--- config.mk ---
export PLATFORM = sky130hd
export DESIGN_NAME = fft_mag_writer_flat
export DESIGN_NICKNAME = d
export VERILOG_FILES = /design/src/rtl/fft_mag_writer_if.sv /design/src/rtl/fft_mag_writer.sv /design/src/flat_wrapper.sv
export SDC_FILE = /design/constraint.sdc
export NUM_CORES = 1
export LEC_CHECK = 0
export CAP_MARGIN = 20
export CORE_UTILIZATION = 57
export DETAILED_ROUTE_END_ITERATION = 8
export GPL_TIMING_DRIVEN = 1
export PLACE_DENSITY = 0.83
export SETUP_SLACK_MARGIN = 0.2
export SYNTH_ARGS = -nofsm -noshare
export SYNTH_HDL_FRONTEND = slang
export SYNTH_SLANG_ARGS = --single-unit
export TNS_END_PERCENT = 50
--- constraint.sdc ---
create_clock -name clock -period 10.6 [get_ports clock]
set_input_delay 1.59 -clock clock [delete_from_list [all_inputs] [get_ports clock]]
set_output_delay 1.59 -clock clock [all_outputs]
set_load 0.005 [all_outputs]
--- src/rtl/fft_mag_writer_if.sv ---
// FFT beat stream bundle: one 32-bit beat per handshake, {re[31:16], im[15:0]},
// with tlast marking the final bin of a frame.
interface fft_mag_writer_if;
  logic [31:0] fft_tdata;
  logic        fft_tvalid;
  logic        fft_tlast;
  logic        fft_tready;

  modport master (
    output fft_tdata,
    output fft_tvalid,
    output fft_tlast,
    input  fft_tready
  );

  modport slave (
    input  fft_tdata,
    input  fft_tvalid,
    input  fft_tlast,
    output fft_tready
  );
endinterface

--- src/rtl/fft_mag_writer.sv ---
// FFT magnitude writer: converts each complex FFT bin to an alpha-max/beta-min
// magnitude estimate and writes one frame of NBINS bins into a BRAM, then hands
// the frame to an energy reader via a ready/done handshake. The input stream is
// never back-pressured; beats that cannot be used are accepted and dropped.
module fft_mag_writer #(
  parameter int NBINS = 512
) (
  input  logic                  clock,
  input  logic                  reset_n,
  fft_mag_writer_if.slave       fft,
  input  logic                  done,
  output logic                  ready,
  output logic                  bram_we,
  output logic [9:0]            bram_waddr,
  output logic [15:0]           bram_wdata,
  output logic [7:0]            frames_dropped,
  output logic                  err_short
);

  localparam int              DATA_W   = 16;
  localparam logic [10:0]     NBINS_L  = 11'(NBINS);
  localparam logic [10:0]     LAST_IDX = 11'(NBINS - 1);

  typedef enum logic [2:0] {
    SYNC,
    WRITE,
    DRAIN,
    HANDOFF,
    WAIT_DONE
  } state_t;

  state_t                     state;
  logic [9:0]                 k;
  logic                       drain_cnt;
  logic                       in_frame;
  logic                       tready_r;

  logic                       acc_p0;
  logic                       last_p0;
  logic                       in_range_p0;
  logic                       wr_p0;
  logic                       nxt_in_frame;
  logic signed [DATA_W-1:0]   re_p0;
  logic signed [DATA_W-1:0]   im_p0;

  logic [DATA_W:0]            a_p1;
  logic [DATA_W:0]            b_p1;
  logic [9:0]                 addr_p1;
  logic                       vld_p1;

  // |v| widened by one bit so that |-32768| = 32768 is representable.
  function automatic logic [DATA_W:0] abs_s(input logic signed [DATA_W-1:0] v);
    logic signed [DATA_W:0] ext;
    ext = {v[DATA_W-1], v};
    return v[DATA_W-1] ? 17'(-ext) : 17'(ext);
  endfunction

  // max(a,b) + min(a,b)/2, carried with headroom for the saturation stage.
  function automatic logic [DATA_W+1:0] mag_est(input logic [DATA_W:0] a,
                                                input logic [DATA_W:0] b);
    logic [DATA_W:0] mx;
    logic [DATA_W:0] mn;
    mx = (a > b) ? a : b;
    mn = (a > b) ? b : a;
    return {1'b0, mx} + {2'b00, mn[DATA_W:1]};
  endfunction

  // Clamp to the 16-bit unsigned BRAM word.
  function automatic logic [DATA_W-1:0] sat_u16(input logic [DATA_W+1:0] v);
    return (v > 18'h0FFFF) ? 16'hFFFF : v[DATA_W-1:0];
  endfunction

  assign fft.fft_tready = tready_r;
  assign acc_p0         = fft.fft_tvalid & tready_r;
  assign last_p0        = fft.fft_tlast;
  assign re_p0          = fft.fft_tdata[31:16];
  assign im_p0          = fft.fft_tdata[15:0];
  assign in_range_p0    = ({1'b0, k} < NBINS_L);
  assign wr_p0          = acc_p0 && (state == WRITE) && in_range_p0;
  // Tracks whether the stream is between a first beat and its tlast, so a
  // frame that began while the reader held the BRAM is never half-written.
  assign nxt_in_frame   = acc_p0 ? ~last_p0 : in_frame;

  // Frame sequencing FSM with registered handshake and status outputs.
  always_ff @(posedge clock) begin
    if (!reset_n) begin
      state          <= SYNC;
      k              <= 10'd0;
      drain_cnt      <= 1'b0;
      in_frame       <= 1'b0;
      tready_r       <= 1'b0;
      ready          <= 1'b0;
      err_short      <= 1'b0;
      frames_dropped <= 8'd0;
    end else begin
      tready_r  <= 1'b1;
      err_short <= 1'b0;
      in_frame  <= nxt_in_frame;
      if ((state == HANDOFF || state == WAIT_DONE) && acc_p0 && last_p0 &&
          frames_dropped != 8'hFF) begin
        frames_dropped <= frames_dropped + 8'd1;
      end
      case (state)
        SYNC: begin
          if (acc_p0 && last_p0) begin
            state <= WRITE;
            k     <= 10'd0;
          end
        end
        WRITE: begin
          if (acc_p0) begin
            if (last_p0) begin
              k <= 10'd0;
              if ({1'b0, k} >= LAST_IDX) begin
                state     <= DRAIN;
                drain_cnt <= 1'b0;
              end else begin
                err_short <= 1'b1;
              end
            end else if (k != 10'h3FF) begin
              k <= k + 10'd1;
            end
          end
        end
        DRAIN: begin
          // Two cycles let the final in-range beat leave the magnitude pipeline.
          if (drain_cnt) begin
            state <= HANDOFF;
            ready <= 1'b1;
          end else begin
            drain_cnt <= 1'b1;
          end
        end
        HANDOFF: begin
          if (!done) state <= WAIT_DONE;
        end
        WAIT_DONE: begin
          if (done) begin
            ready <= 1'b0;
            k     <= 10'd0;
            state <= nxt_in_frame ? SYNC : WRITE;
          end
        end
        default: state <= SYNC;
      endcase
    end
  end

  // Stage 0 -> 1: absolute values of the accepted beat and its target address.
  always_ff @(posedge clock) begin
    a_p1    <= abs_s(re_p0);
    b_p1    <= abs_s(im_p0);
    addr_p1 <= k;
    if (!reset_n) vld_p1 <= 1'b0;
    else          vld_p1 <= wr_p0;
  end

  // Stage 1 -> 2: magnitude estimate, saturation and BRAM write port.
  always_ff @(posedge clock) begin
    if (!reset_n) begin
      bram_we    <= 1'b0;
      bram_waddr <= 10'd0;
      bram_wdata <= 16'd0;
    end else begin
      bram_we <= vld_p1;
      if (vld_p1) begin
        bram_waddr <= addr_p1;
        bram_wdata <= sat_u16(mag_est(a_p1, b_p1));
      end
    end
  end

endmodule
--- src/flat_wrapper.sv ---
// flat-port wrapper written by rule: the top's interface ports become plain ports
module fft_mag_writer_flat 
#(
  parameter int NBINS = 512
)
  (clock, reset_n, done, ready, bram_we, bram_waddr, bram_wdata, frames_dropped, err_short, fft_fft_tdata, fft_fft_tvalid, fft_fft_tlast, fft_fft_tready);
  fft_mag_writer_if fft_i ();
  input  logic clock;
  input  logic reset_n;
  input  logic done;
  output logic ready;
  output logic bram_we;
  output logic [9:0] bram_waddr;
  output logic [15:0] bram_wdata;
  output logic [7:0] frames_dropped;
  output logic err_short;
  input wire logic [$bits(fft_i.fft_tdata)-1:0] fft_fft_tdata;
  input wire logic [$bits(fft_i.fft_tvalid)-1:0] fft_fft_tvalid;
  input wire logic [$bits(fft_i.fft_tlast)-1:0] fft_fft_tlast;
  output wire logic [$bits(fft_i.fft_tready)-1:0] fft_fft_tready;
  assign fft_i.fft_tdata = fft_fft_tdata;
  assign fft_i.fft_tvalid = fft_fft_tvalid;
  assign fft_i.fft_tlast = fft_fft_tlast;
  assign fft_fft_tready = fft_i.fft_tready;
  fft_mag_writer #(.NBINS(NBINS)) u_core (.clock(clock), .reset_n(reset_n), .fft(fft_i), .done(done), .ready(ready), .bram_we(bram_we), .bram_waddr(bram_waddr), .bram_wdata(bram_wdata), .frames_dropped(frames_dropped), .err_short(err_short));
endmodule
==> results.sh, run 1 <==
export IMPL_cts_clk_slew_worst_paths_ns=0.10
export IMPL_layout_worst_path_cycle_share=0.475
export IMPL_p_total_uw=976
export IMPL_finalNetCount=730
export IMPL_grt_setup_unrepaired="false"
export IMPL_floorplan_die_width_um=97.8
export IMPL_viasPerCell=5.70
export IMPL_leading_cell_type_by_number_of_instances_after_synthesis="sky130_fd_sc_hd__dfxtp_1"
export IMPL_die_area_um2=9570
export IMPL_synth_top_cells_by_area="sky130_fd_sc_hd__dfxtp_1 (37%), sky130_fd_sc_hd__ha_1 (8.8%), sky130_fd_sc_hd__xnor2_1 (6.2%)"
export IMPL_total_grt_overflow=0
export IMPL_detail_route_first_pass_iterations=7
export IMPL_yosys_register_bits=98
export IMPL_finalWeightedCongestion=0.864
export IMPL_detail_route_antenna_nets=0
export IMPL_synth_top_area_cell="sky130_fd_sc_hd__dfxtp_1"
export IMPL_critical_path_endpoint_type="flop"
export IMPL_grt_max_degree=49
export IMPL_timing_max_slew_rel_slack=0.386
export IMPL_synth_cell_type_count=57
export IMPL_timing_final_setup_violations=0
export IMPL_critical_path_max_stage_delay_ns=0.71
export IMPL_final_max_slew_violation_count=0
export IMPL_timing_worst_slew_pin_value_ns=0.919
export IMPL_post_route_cell_area_um2=6270
export IMPL_clock_fmax_mhz=199
export IMPL_io_pin_count=75
export IMPL_synth_enable_flop_cells=0
export IMPL_fin_setup_tns_ns=0
export IMPL_ys_async_sr_fraction=0
export IMPL_h_tree_level_count=3
export IMPL_detail_route_wl_per_cell_um=14.0
export IMPL_power_density_nw_per_um2=156
export IMPL_holdBufCountCts=0
export IMPL_routed_wirelength_um=10800
export IMPL_initial_utilization=0.594
export IMPL_setup_skew_after_layout_ns=0.0188
export IMPL_worstPathCellList="inv_1 -> ha_1 -> a21oi_1 -> o21ai_0 -> a2111oi_0 -> o21ai_2 -> nand2_1 -> buf_4 -> nand2_1 -> o21ai_0 -> ha_1 -> inv_1 -> fa_1 -> nor2b_1 -> o221ai_1 -> a211o_1 -> a21oi_1 -> o22ai_1 -> mux2i_4 -> a41oi_1"
export IMPL_worst_skew_pair_latency_ns=0.38
export IMPL_syn_inst=588
export IMPL_n_antenna_cell=0
export IMPL_p_int_uw=649
export IMPL_critical_path_startpoint_type="flop"
export IMPL_via_count_of_the_first_global_routing_pass=4229
export IMPL_power_sequential_fraction=0.413
export IMPL_min_delay_path_class="reg2reg"
export IMPL_grt_usage=0.239
export IMPL_hold_path_startpoint="u_core.k[4]$_SDFFE_PN0P_"
export IMPL_cts_repair_resize_count=0
export IMPL_cts_max_path_buffers=2
export IMPL_standard_cell_area_after_detailed_placement_um2=6030
export IMPL_clock_sinks=98
export IMPL_die_height_um=97.8
export IMPL_critical_path_max_fanout=48
export IMPL_switching_share=0.335
export IMPL_outcome="finished with violations"
export IMPL_worstPathArrival_ns=5.23
export IMPL_detail_route_drc_violations=12
export IMPL_power_leakage_uw=0.00245
export IMPL_irDropWorstVdd_uv=68.0
export IMPL_syn_cell_area_um2=5240
export IMPL_drv_cap=0
export IMPL_ctsRootBufferMaster="sky130_fd_sc_hd__clkbuf_8"
export IMPL_critical_setup_path_kind="reg2reg"
export IMPL_syn_mean_instance_area_um2=8.90
export IMPL_detail_route_iter0_violations=162
export IMPL_synth_seq_area_share=0.375
export IMPL_cts_buf_count=9
export IMPL_post_cts_repair_setup_buffers=0
export IMPL_critical_path_reg2reg_startpoint="u_core.b_p1[4]$_DFF_P_"
export IMPL_antenna_found_initial=0
export IMPL_layout_area_overhead_vs_synth_pct=19.7
export IMPL_std_cell_rows=34
export IMPL_ys_flop_type="sky130_fd_sc_hd__dfxtp_1"
export IMPL_hpwl_um=8420
export IMPL_first_pass_grt_wire_length_um=18800
export IMPL_tritoncts="done"
export IMPL_numPortBuffers=74
export IMPL_combPwrFrac=0.322
export IMPL_violations="DRC"
export IMPL_vias=4379
export IMPL_crit_path_start="u_core.b_p1[4]$_DFF_P_"
export IMPL_clock_power_share=0.265
export IMPL_cpMaxStageDelayCell="sky130_fd_sc_hd__a2111oi_0"
export IMPL_synthesis_yosys_warnings=0
export IMPL_timing_critical_path_required_ns=10.80
export IMPL_layout_drive_gt1_share=0.0712
export IMPL_floorplan_core_area_um2=8810
export IMPL_report_final_hold_viol_count=0
export IMPL_synth_top_cell_area_share=0.375
export IMPL_finalCriticalPeriod_ns=5.03
export IMPL_power_switching_uw=327
export IMPL_synth_cells_most_frequent="sky130_fd_sc_hd__dfxtp_1 (98), sky130_fd_sc_hd__o21ai_0 (59), sky130_fd_sc_hd__nand2_1 (50)"
cell families after synthesis:
| kind of cell | synth area share |
|---|---|
| simple gates | 0.167 |
| compound gates | 0.176 |
| flops | 0.375 |
| buf+inv | 0.0416 |
| xor+xnor | 0.0837 |
| fa+ha+maj | 0.0923 |
| mux | 0.0645 |
| other cells | 0.000716 |
placed cells by master, fill, tap and decap left out, drive strengths merged, types with 3 or more instances in the layout:
cell type      instances
a21o                   7
ha                    37
or3                    7
a21oi                 25
mux2                  17
nor2b                 16
nor3                  12
nand3                  9
xnor2                 37
inv                   34
or2                    4
and2                  11
nand2b                 8
o21a                   3
clkdlybuf4s50         74
a211oi                 4
dfxtp                 98
clkbuf                10
mux2i                 13
nor2                  28
o41ai                  4
nand2                 50
a31oi                 13
o31ai                 10
buf                    4
o21ai                 60
xor2                  13
and3                   3
nand4                 13
power by group through the flow:
stage               combinational [uW]  sequential (uW)  clock, uW
global placement                   301              411          0
CTS                                311              404        265
global route                       351              407        280
floorplan                          243              403          0
detailed placement                 308              412          0
finish                             314              403        258
path summary, 6_finish.rpt:
| path | slack [ns] | to | cells past startpoint |
|---|---|---|---|
| worst max register to register | 5.57 | u_core.bram_wdata[11]$_SDFFE_PN0P_ | 20 |
| worst max-delay path | 5.57 | u_core.bram_wdata[11]$_SDFFE_PN0P_ | 20 |
| worst min register to register | 0.39 | u_core.addr_p1[4]$_DFF_P_ | 0 |
| worst min-delay path | 0.39 | u_core.addr_p1[4]$_DFF_P_ | 0 |
worst max-delay path, delay by kind of cell, from the launching register on:
family                     cells  cell delay (ns)
DFF                            1             0.34
buffers and inverters          3             0.49
muxes                          1             0.42
adders and majority gates      3             0.92
and+or+nand+nor                3             0.40
AOI/OAI and AO/OA             10             2.28
area by class of cell:
type                    instances  area (um^2)
repair buffers                 78          776
well taps                     108          135
clock inverters                 6         82.6
multi-input cells             437         3060
fillers                       684         2540
clock buffers                  10          138
inverters                      31          116
flip-flops and latches         98         1960
per-stage QoR:
step / hold slack, ns / util / setup slack (ns) / cells
finish: 0.393 / 0.712 / 5.57 / 768
global route: 0.404 / 0.712 / 5.14 / 768
CTS: 0.395 / 0.710 / 5.64 / 766
detailed placement: 0.384 / 0.685 / 5.69 / 750
global placement: 0.374 / 0.685 / 5.95 / 750
floorplan: 0.363 / - / 6.42 / 589
layer usage:
metal,part of all wire,GRT usage,vias to the layer above
met5,0,0,-
met4,0.020,0.0967,0
met3,0.044,0.0465,22
met2,0.46,0.387,121
met1,0.48,0.312,2014
li1,-,-,2222
sequential cells by signal, indices dropped and copies added (netlist names):
register               flops
u_core.bram_waddr         10
u_core.ready               1
u_core.state               3
u_core.fft.fft_tready      1
u_core.bram_wdata         16
u_core.addr_p1            10
u_core.bram_we             1
u_core.in_frame            1
u_core.k                  10
u_core.err_short           1
u_core.a_p1               17
u_core.vld_p1              1
u_core.frames_dropped      8
u_core.drain_cnt           1
u_core.b_p1               17
Power figures use the tool's default switching activity.
==> run 2: changes to the inputs <==
--- a/config.mk
+++ b/config.mk
@@ -6,10 +6,10 @@
 export NUM_CORES = 1
 export LEC_CHECK = 0
 export CAP_MARGIN = 20
-export CORE_UTILIZATION = 57
+export CORE_UTILIZATION = 55
 export DETAILED_ROUTE_END_ITERATION = 8
 export GPL_TIMING_DRIVEN = 1
-export PLACE_DENSITY = 0.83
+export PLACE_DENSITY = 0.8
 export SETUP_SLACK_MARGIN = 0.2
 export SYNTH_ARGS = -nofsm -noshare
 export SYNTH_HDL_FRONTEND = slang
==> constraint.sdc (replaced) <==
create_clock -name clock -period 4.7 [get_ports clock]
set_input_delay 0.705 -clock clock [delete_from_list [all_inputs] [get_ports clock]]
set_output_delay 0.705 -clock clock [all_outputs]
set_load 0.005 [all_outputs]
==> results.sh, run 2 (same netlist as run 1, synthesis figures left out) <==
export IMPL_floorplan_die_width_um=99.6
export IMPL_vias=4331
export IMPL_worstPathCellList="inv_1 -> ha_1 -> a21o_1 -> a221o_1 -> a221oi_2 -> o21ai_2 -> nand2_2 -> buf_12 -> mux2_2 -> ha_1 -> a21o_1 -> a21oi_1 -> a211o_1 -> a21oi_2 -> or2_2 -> mux2i_4 -> buf_6 -> a31oi_1"
export IMPL_critical_path_max_fanout=21
export IMPL_numPortBuffers=74
export IMPL_hold_path_startpoint="u_core.k[8]$_SDFFE_PN0P_"
export IMPL_irDropWorstVdd_uv=215
export IMPL_timing_critical_path_required_ns=4.91
export IMPL_r2r_end="u_core.bram_wdata[12]$_SDFFE_PN0P_"
export IMPL_n_antenna_cell=0
export IMPL_layout_worst_path_cycle_share=0.918
export IMPL_report_final_hold_viol_count=0
export IMPL_floorplan_core_area_um2=9240
export IMPL_min_delay_path_class="reg2reg"
export IMPL_finalCriticalPeriod_ns=4.31
export IMPL_cts_buf_count=9
export IMPL_detail_route_drc_violations=0
export IMPL_initial_utilization=0.567
export IMPL_die_area_um2=9910
export IMPL_timing_worst_slew_pin_value_ns=0.909
export IMPL_via_count_of_the_first_global_routing_pass=4032
export IMPL_worstPathArrival_ns=4.53
export IMPL_finalNetCount=735
export IMPL_power_leakage_uw=0.00248
export IMPL_total_grt_overflow=0
export IMPL_critical_path_max_stage_delay_ns=0.35
export IMPL_detail_route_first_pass_iterations=4
export IMPL_r2r_slack_ns=0.39
export IMPL_h_tree_level_count=3
export IMPL_layout_area_overhead_vs_synth_pct=22.3
export IMPL_first_pass_grt_wire_length_um=18000
export IMPL_most_common_layout_cells="sky130_fd_sc_hd__dfxtp_1 (98), sky130_fd_sc_hd__clkdlybuf4s50_1 (74), sky130_fd_sc_hd__o21ai_0 (58)"
export IMPL_fin_setup_tns_ns=0
export IMPL_final_max_slew_violation_count=0
export IMPL_clock_fmax_mhz=232
export IMPL_worst_skew_pair_latency_ns=0.38
export IMPL_cpMaxStageDelayCell="sky130_fd_sc_hd__dfxtp_1"
export IMPL_outcome="finished clean"
export IMPL_grt_usage=0.222
export IMPL_cts_max_path_buffers=2
export IMPL_layout_cells_most_common="sky130_fd_sc_hd__dfxtp_1"
export IMPL_top_regs="u_core.a_p1: 17 flops, u_core.b_p1: 17 flops, u_core.bram_wdata: 16 flops"
export IMPL_tritoncts="done"
export IMPL_routed_wirelength_um=10900
export IMPL_hpwl_um=8310
export IMPL_ctsRootBufferMaster="sky130_fd_sc_hd__clkbuf_8"
export IMPL_r2r_worst_path_cells=18
export IMPL_finalWeightedCongestion=0.901
export IMPL_timing_final_setup_violations=0
export IMPL_std_cell_rows=35
export IMPL_post_route_cell_area_um2=6400
export IMPL_io_pin_count=75
export IMPL_drv_cap=0
export IMPL_clock_sinks=98
export IMPL_timing_max_slew_rel_slack=0.393
export IMPL_critical_path_reg2reg_startpoint="u_core.b_p1[10]$_DFF_P_"
export IMPL_nFillCells=714
export IMPL_detail_route_antenna_nets=0
export IMPL_layout_drive_gt1_share=0.0947
export IMPL_standard_cell_area_after_detailed_placement_um2=6080
export IMPL_whs_path_depth=0
export IMPL_grt_setup_unrepaired="false"
export IMPL_critical_path_startpoint_type="flop"
export IMPL_setup_skew_after_layout_ns=0.0134
export IMPL_detail_route_wl_per_cell_um=13.7
export IMPL_die_height_um=99.6
export IMPL_antenna_found_initial=0
export IMPL_detail_route_iter0_violations=101
export IMPL_cts_clk_slew_worst_paths_ns=0.11
export IMPL_holdBufCountCts=0
export IMPL_hold_path_endpoint="u_core.addr_p1[8]$_DFF_P_"
export IMPL_viasPerCell=5.45
export IMPL_power_density_nw_per_um2=354
export IMPL_critical_path_endpoint_type="flop"
export IMPL_grt_max_degree=45
export IMPL_critical_setup_path_kind="reg2reg"
[run 2: layout make-up]
type | count | area (um^2) | area share
clock inverter | 7 | 95.1 | 0.0149
sequential | 98 | 1960 | 0.306
tap | 129 | 161 | 0.0252
clock buffer | 9 | 124 | 0.0193
multi-input combinational | 437 | 3100 | 0.485
timing repair buffer | 83 | 841 | 0.131
inverter | 31 | 116 | 0.0182
[run 2: routing by layer]
layer,share of wire,wire length (um),global-route usage,up-vias
li1,-,-,-,2233
met1,0.49,5360,0.302,1985
met2,0.46,4940,0.365,101
met3,0.040,432,0.0302,12
met4,0.011,122,0.0713,0
met5,0,0,0,-
[run 2: critical path, delay by kind of cell, from the launching register on]
family,cells,cell delay [ns]
AO/OA/AOI/OAI,9,1.81
multiplexers,2,0.54
adder cells (fa/ha/maj),2,0.62
flip-flops,1,0.35
buffers and inverters,3,0.37
AND/OR/NAND/NOR,2,0.46
[run 2: worst max-delay path by stage]
| stage | from | end |
|---|---|---|
| 3_5_place_dp | u_core.b_p1[10]$_DFF_P_ | u_core.bram_wdata[12]$_SDFFE_PN0P_ |
| 4_1_cts | u_core.b_p1[10]$_DFF_P_ | u_core.bram_wdata[12]$_SDFFE_PN0P_ |
| 3_3_place_gp | u_core.b_p1[12]$_DFF_P_ | u_core.bram_wdata[15]$_SDFFE_PN0P_ |
| 2_1_floorplan | u_core.b_p1[10]$_DFF_P_ | u_core.bram_wdata[10]$_SDFFE_PN0P_ |
| 5_1_grt | u_core.b_p1[12]$_DFF_P_ | u_core.bram_wdata[14]$_SDFFE_PN0P_ |
| 6_report | u_core.b_p1[10]$_DFF_P_ | u_core.bram_wdata[12]$_SDFFE_PN0P_ |
[run 2: stage by stage]
| step | hold WS [ns] | instances | util | setup WS, ns | total power (uW) |
|---|---|---|---|---|---|
| after floorplan | 0.363 | 589 | - | 0.520 | 1460 |
| after global routing | 0.405 | 794 | 0.693 | 0.161 | 2390 |
| final | 0.394 | 794 | 0.693 | 0.385 | 2270 |
| after detailed placement | 0.380 | 774 | 0.658 | 0.276 | 1640 |
| after CTS | 0.396 | 790 | 0.681 | 0.262 | 2230 |
| after global placement | 0.375 | 774 | 0.658 | 0.379 | 1620 |
[run 2: power breakdown]
group | internal (uW) | switching (uW)
sequential | 872 | 37.7
combinational | 351 | 410
clock | 262 | 334
[run 2: timing repair]
item | 4_1_cts | 5_1_grt
gates resized for setup | 0 | 23
hold endpoints to repair | 0 | 0
endpoints found under the setup margin | 0 | 16
buffers inserted | 0 | 1
==> run 3: changes to the inputs <==
--- a/config.mk
+++ b/config.mk
@@ -6,6 +6,8 @@
 export NUM_CORES = 1
 export LEC_CHECK = 0
 export CAP_MARGIN = 20
+export CORE_ASPECT_RATIO = 0.9
+export CORE_MARGIN = 2
 export CORE_UTILIZATION = 55
 export DETAILED_ROUTE_END_ITERATION = 8
 export GPL_TIMING_DRIVEN = 1
==> results.sh, run 3 (same netlist as run 1, synthesis figures left out) <==
export IMPL_initial_utilization=0.571
export IMPL_critical_setup_path_kind="reg2reg"
export IMPL_r2r_worst_path_cells=18
export IMPL_clock_fmax_mhz=234
export IMPL_path_depth=18
export IMPL_power_density_nw_per_um2=349
export IMPL_switching_share=0.350
export IMPL_floorplan_core_area_um2=9170
export IMPL_n_antenna_cell=0
export IMPL_cts_max_path_buffers=2
export IMPL_antenna_found_initial=0
export IMPL_critical_path_reg2reg_startpoint="u_core.b_p1[2]$_DFF_P_"
export IMPL_clock_sinks=98
export IMPL_critical_path_buf_inv_count=4
export IMPL_std_cell_rows=33
export IMPL_detail_route_first_pass_iterations=5
export IMPL_timing_critical_path_required_ns=4.89
export IMPL_detail_route_iter0_violations=283
export IMPL_worst_skew_pair_latency_ns=0.37
export IMPL_multi_input_comb_area_um2=3120
export IMPL_top_regs="u_core.a_p1: 17 flops, u_core.b_p1: 17 flops, u_core.bram_wdata: 16 flops"
export IMPL_via_count_of_the_first_global_routing_pass=4032
export IMPL_detail_route_wl_per_cell_um=14.3
export IMPL_timing_max_slew_rel_slack=0.442
export IMPL_grt_usage=0.225
export IMPL_finalCriticalPeriod_ns=4.27
export IMPL_setup_skew_after_layout_ns=0.0245
export IMPL_min_delay_path_class="reg2reg"
export IMPL_crit_path_frequent_cell="sky130_fd_sc_hd__ha_1"
export IMPL_floorplan_die_width_um=107
export IMPL_layout_area_overhead_vs_synth_pct=23.2
export IMPL_grt_max_degree=49
export IMPL_layout_cells_most_common="sky130_fd_sc_hd__dfxtp_1"
export IMPL_r2r_slack_ns=0.43
export IMPL_post_route_cell_area_um2=6450
export IMPL_power_leakage_uw=0.00252
export IMPL_numPortBuffers=74
export IMPL_most_common_layout_cells="sky130_fd_sc_hd__dfxtp_1 (98), sky130_fd_sc_hd__clkdlybuf4s50_1 (74), sky130_fd_sc_hd__o21ai_0 (58)"
export IMPL_critical_path_max_fanout=12
export IMPL_power_switching_uw=788
export IMPL_r2r_end="u_core.bram_wdata[9]$_SDFFE_PN0P_"
export IMPL_combPwrFrac=0.354
export IMPL_first_pass_grt_wire_length_um=18600
export IMPL_worst_setup_path_endpoint="u_core.bram_wdata[9]$_SDFFE_PN0P_"
export IMPL_postLayoutCoreUtil=0.704
export IMPL_viasPerCell=5.66
export IMPL_critical_path_endpoint_type="flop"
export IMPL_worstPathCellList="inv_1 -> ha_1 -> a21oi_1 -> o21ai_0 -> a2111oi_2 -> o21ai_2 -> nand2_2 -> buf_4 -> clkbuf_16 -> mux2_2 -> ha_1 -> o221ai_1 -> a211o_1 -> a21oi_2 -> or2_2 -> mux2i_4 -> buf_12 -> a31oi_1"
export IMPL_ctsRootBufferMaster="sky130_fd_sc_hd__clkbuf_8"
export IMPL_fin_setup_tns_ns=0
export IMPL_final_max_slew_violation_count=0
export IMPL_layout_drive_gt1_share=0.106
export IMPL_detail_route_antenna_nets=0
export IMPL_holdBufCountCts=0
export IMPL_area_sequential_um2=1960
export IMPL_crit_path_start="u_core.b_p1[2]$_DFF_P_"
export IMPL_cpLargestDelayFamily="compound AO/OA/AOI/OAI gates"
export IMPL_timing_final_setup_violations=0
export IMPL_power_sequential_fraction=0.405
export IMPL_routed_wirelength_um=11300
export IMPL_cts_buf_count=9
export IMPL_hpwl_um=8570
export IMPL_fin_hold_ws_ns=0.406
export IMPL_vias=4476
export IMPL_cpMaxStageDelayCell="sky130_fd_sc_hd__a2111oi_2"
export IMPL_detail_route_drc_violations=0
export IMPL_cts_clk_slew_worst_paths_ns=0.11
export IMPL_timing_worst_slew_pin_value_ns=0.836
export IMPL_die_height_um=96.6
export IMPL_critical_path_startpoint_type="flop"
export IMPL_p_int_uw=1460
export IMPL_drv_cap=0
export IMPL_layout_worst_path_cycle_share=0.908
export IMPL_report_final_hold_viol_count=0
export IMPL_finalNetCount=739
export IMPL_tritoncts="done"
export IMPL_critical_path_max_stage_delay_ns=0.44
export IMPL_nFillCells=763
export IMPL_irDropWorstVdd_uv=175
export IMPL_clock_power_share=0.241
export IMPL_outcome="finished clean"
export IMPL_finalWeightedCongestion=0.880
export IMPL_h_tree_level_count=3
export IMPL_standard_cell_area_after_detailed_placement_um2=6080
export IMPL_total_grt_overflow=0
export IMPL_worstPathArrival_ns=4.46
export IMPL_grt_setup_unrepaired="false"
export IMPL_io_pin_count=75
export IMPL_die_area_um2=10300
[run 3: layer usage]
metal / vias up / track usage / share of wire
met5: - / 0 / 0
met4: 0 / 0.0725 / 0.014
met3: 15 / 0.0429 / 0.051
met2: 131 / 0.357 / 0.44
met1: 2080 / 0.312 / 0.49
li1: 2250 / - / -
[run 3: worst min path at each step]
stage          slack [ns]  cells past startpoint                         to                     start
2_1_floorplan        0.36                      0  u_core.addr_p1[8]$_DFF_P_  u_core.k[8]$_SDFFE_PN0P_
3_3_place_gp         0.37                      0  u_core.addr_p1[8]$_DFF_P_  u_core.k[8]$_SDFFE_PN0P_
3_5_place_dp         0.38                      0  u_core.addr_p1[8]$_DFF_P_  u_core.k[8]$_SDFFE_PN0P_
4_1_cts              0.40                      0  u_core.addr_p1[8]$_DFF_P_  u_core.k[8]$_SDFFE_PN0P_
5_1_grt              0.41                      0  u_core.addr_p1[8]$_DFF_P_  u_core.k[8]$_SDFFE_PN0P_
6_report             0.41                      0  u_core.addr_p1[8]$_DFF_P_  u_core.k[8]$_SDFFE_PN0P_
[run 3: cell type report]
cell class                      instances  area share
Multi-Input combinational cell        437       0.483
Sequential cell                        98       0.304
Timing Repair Buffer                   87       0.140
Tap cell                              122      0.0237
Clock buffer                            9      0.0192
Inverter                               31      0.0180
Clock inverter                          7      0.0118
[run 3: through the flow]
step	total power [uW]	worst slack, ns	instances
2_1_floorplan	1460	0.520	589
3_3_place_gp	1630	0.254	767
3_5_place_dp	1650	0.0504	767
4_1_cts	2200	0.184	785
5_1_grt	2390	0.193	791
6_report	2250	0.432	791
[run 3: what timing repair did]
item | in CTS | in global routing
gates cloned | 0 | 2
pin swaps | 0 | 6
endpoints found under the setup margin | 16 | 16
setup buffers | 2 | 2
gates resized for setup | 1 | 17
[run 3: power by group through the flow]
stage | logic, uW | clock network, uW | registers, uW
6_report | 797 | 543 | 910
5_1_grt | 882 | 595 | 916
4_1_cts | 740 | 553 | 910
3_5_place_dp | 716 | 0 | 929
3_3_place_gp | 703 | 0 | 927
2_1_floorplan | 547 | 0 | 909
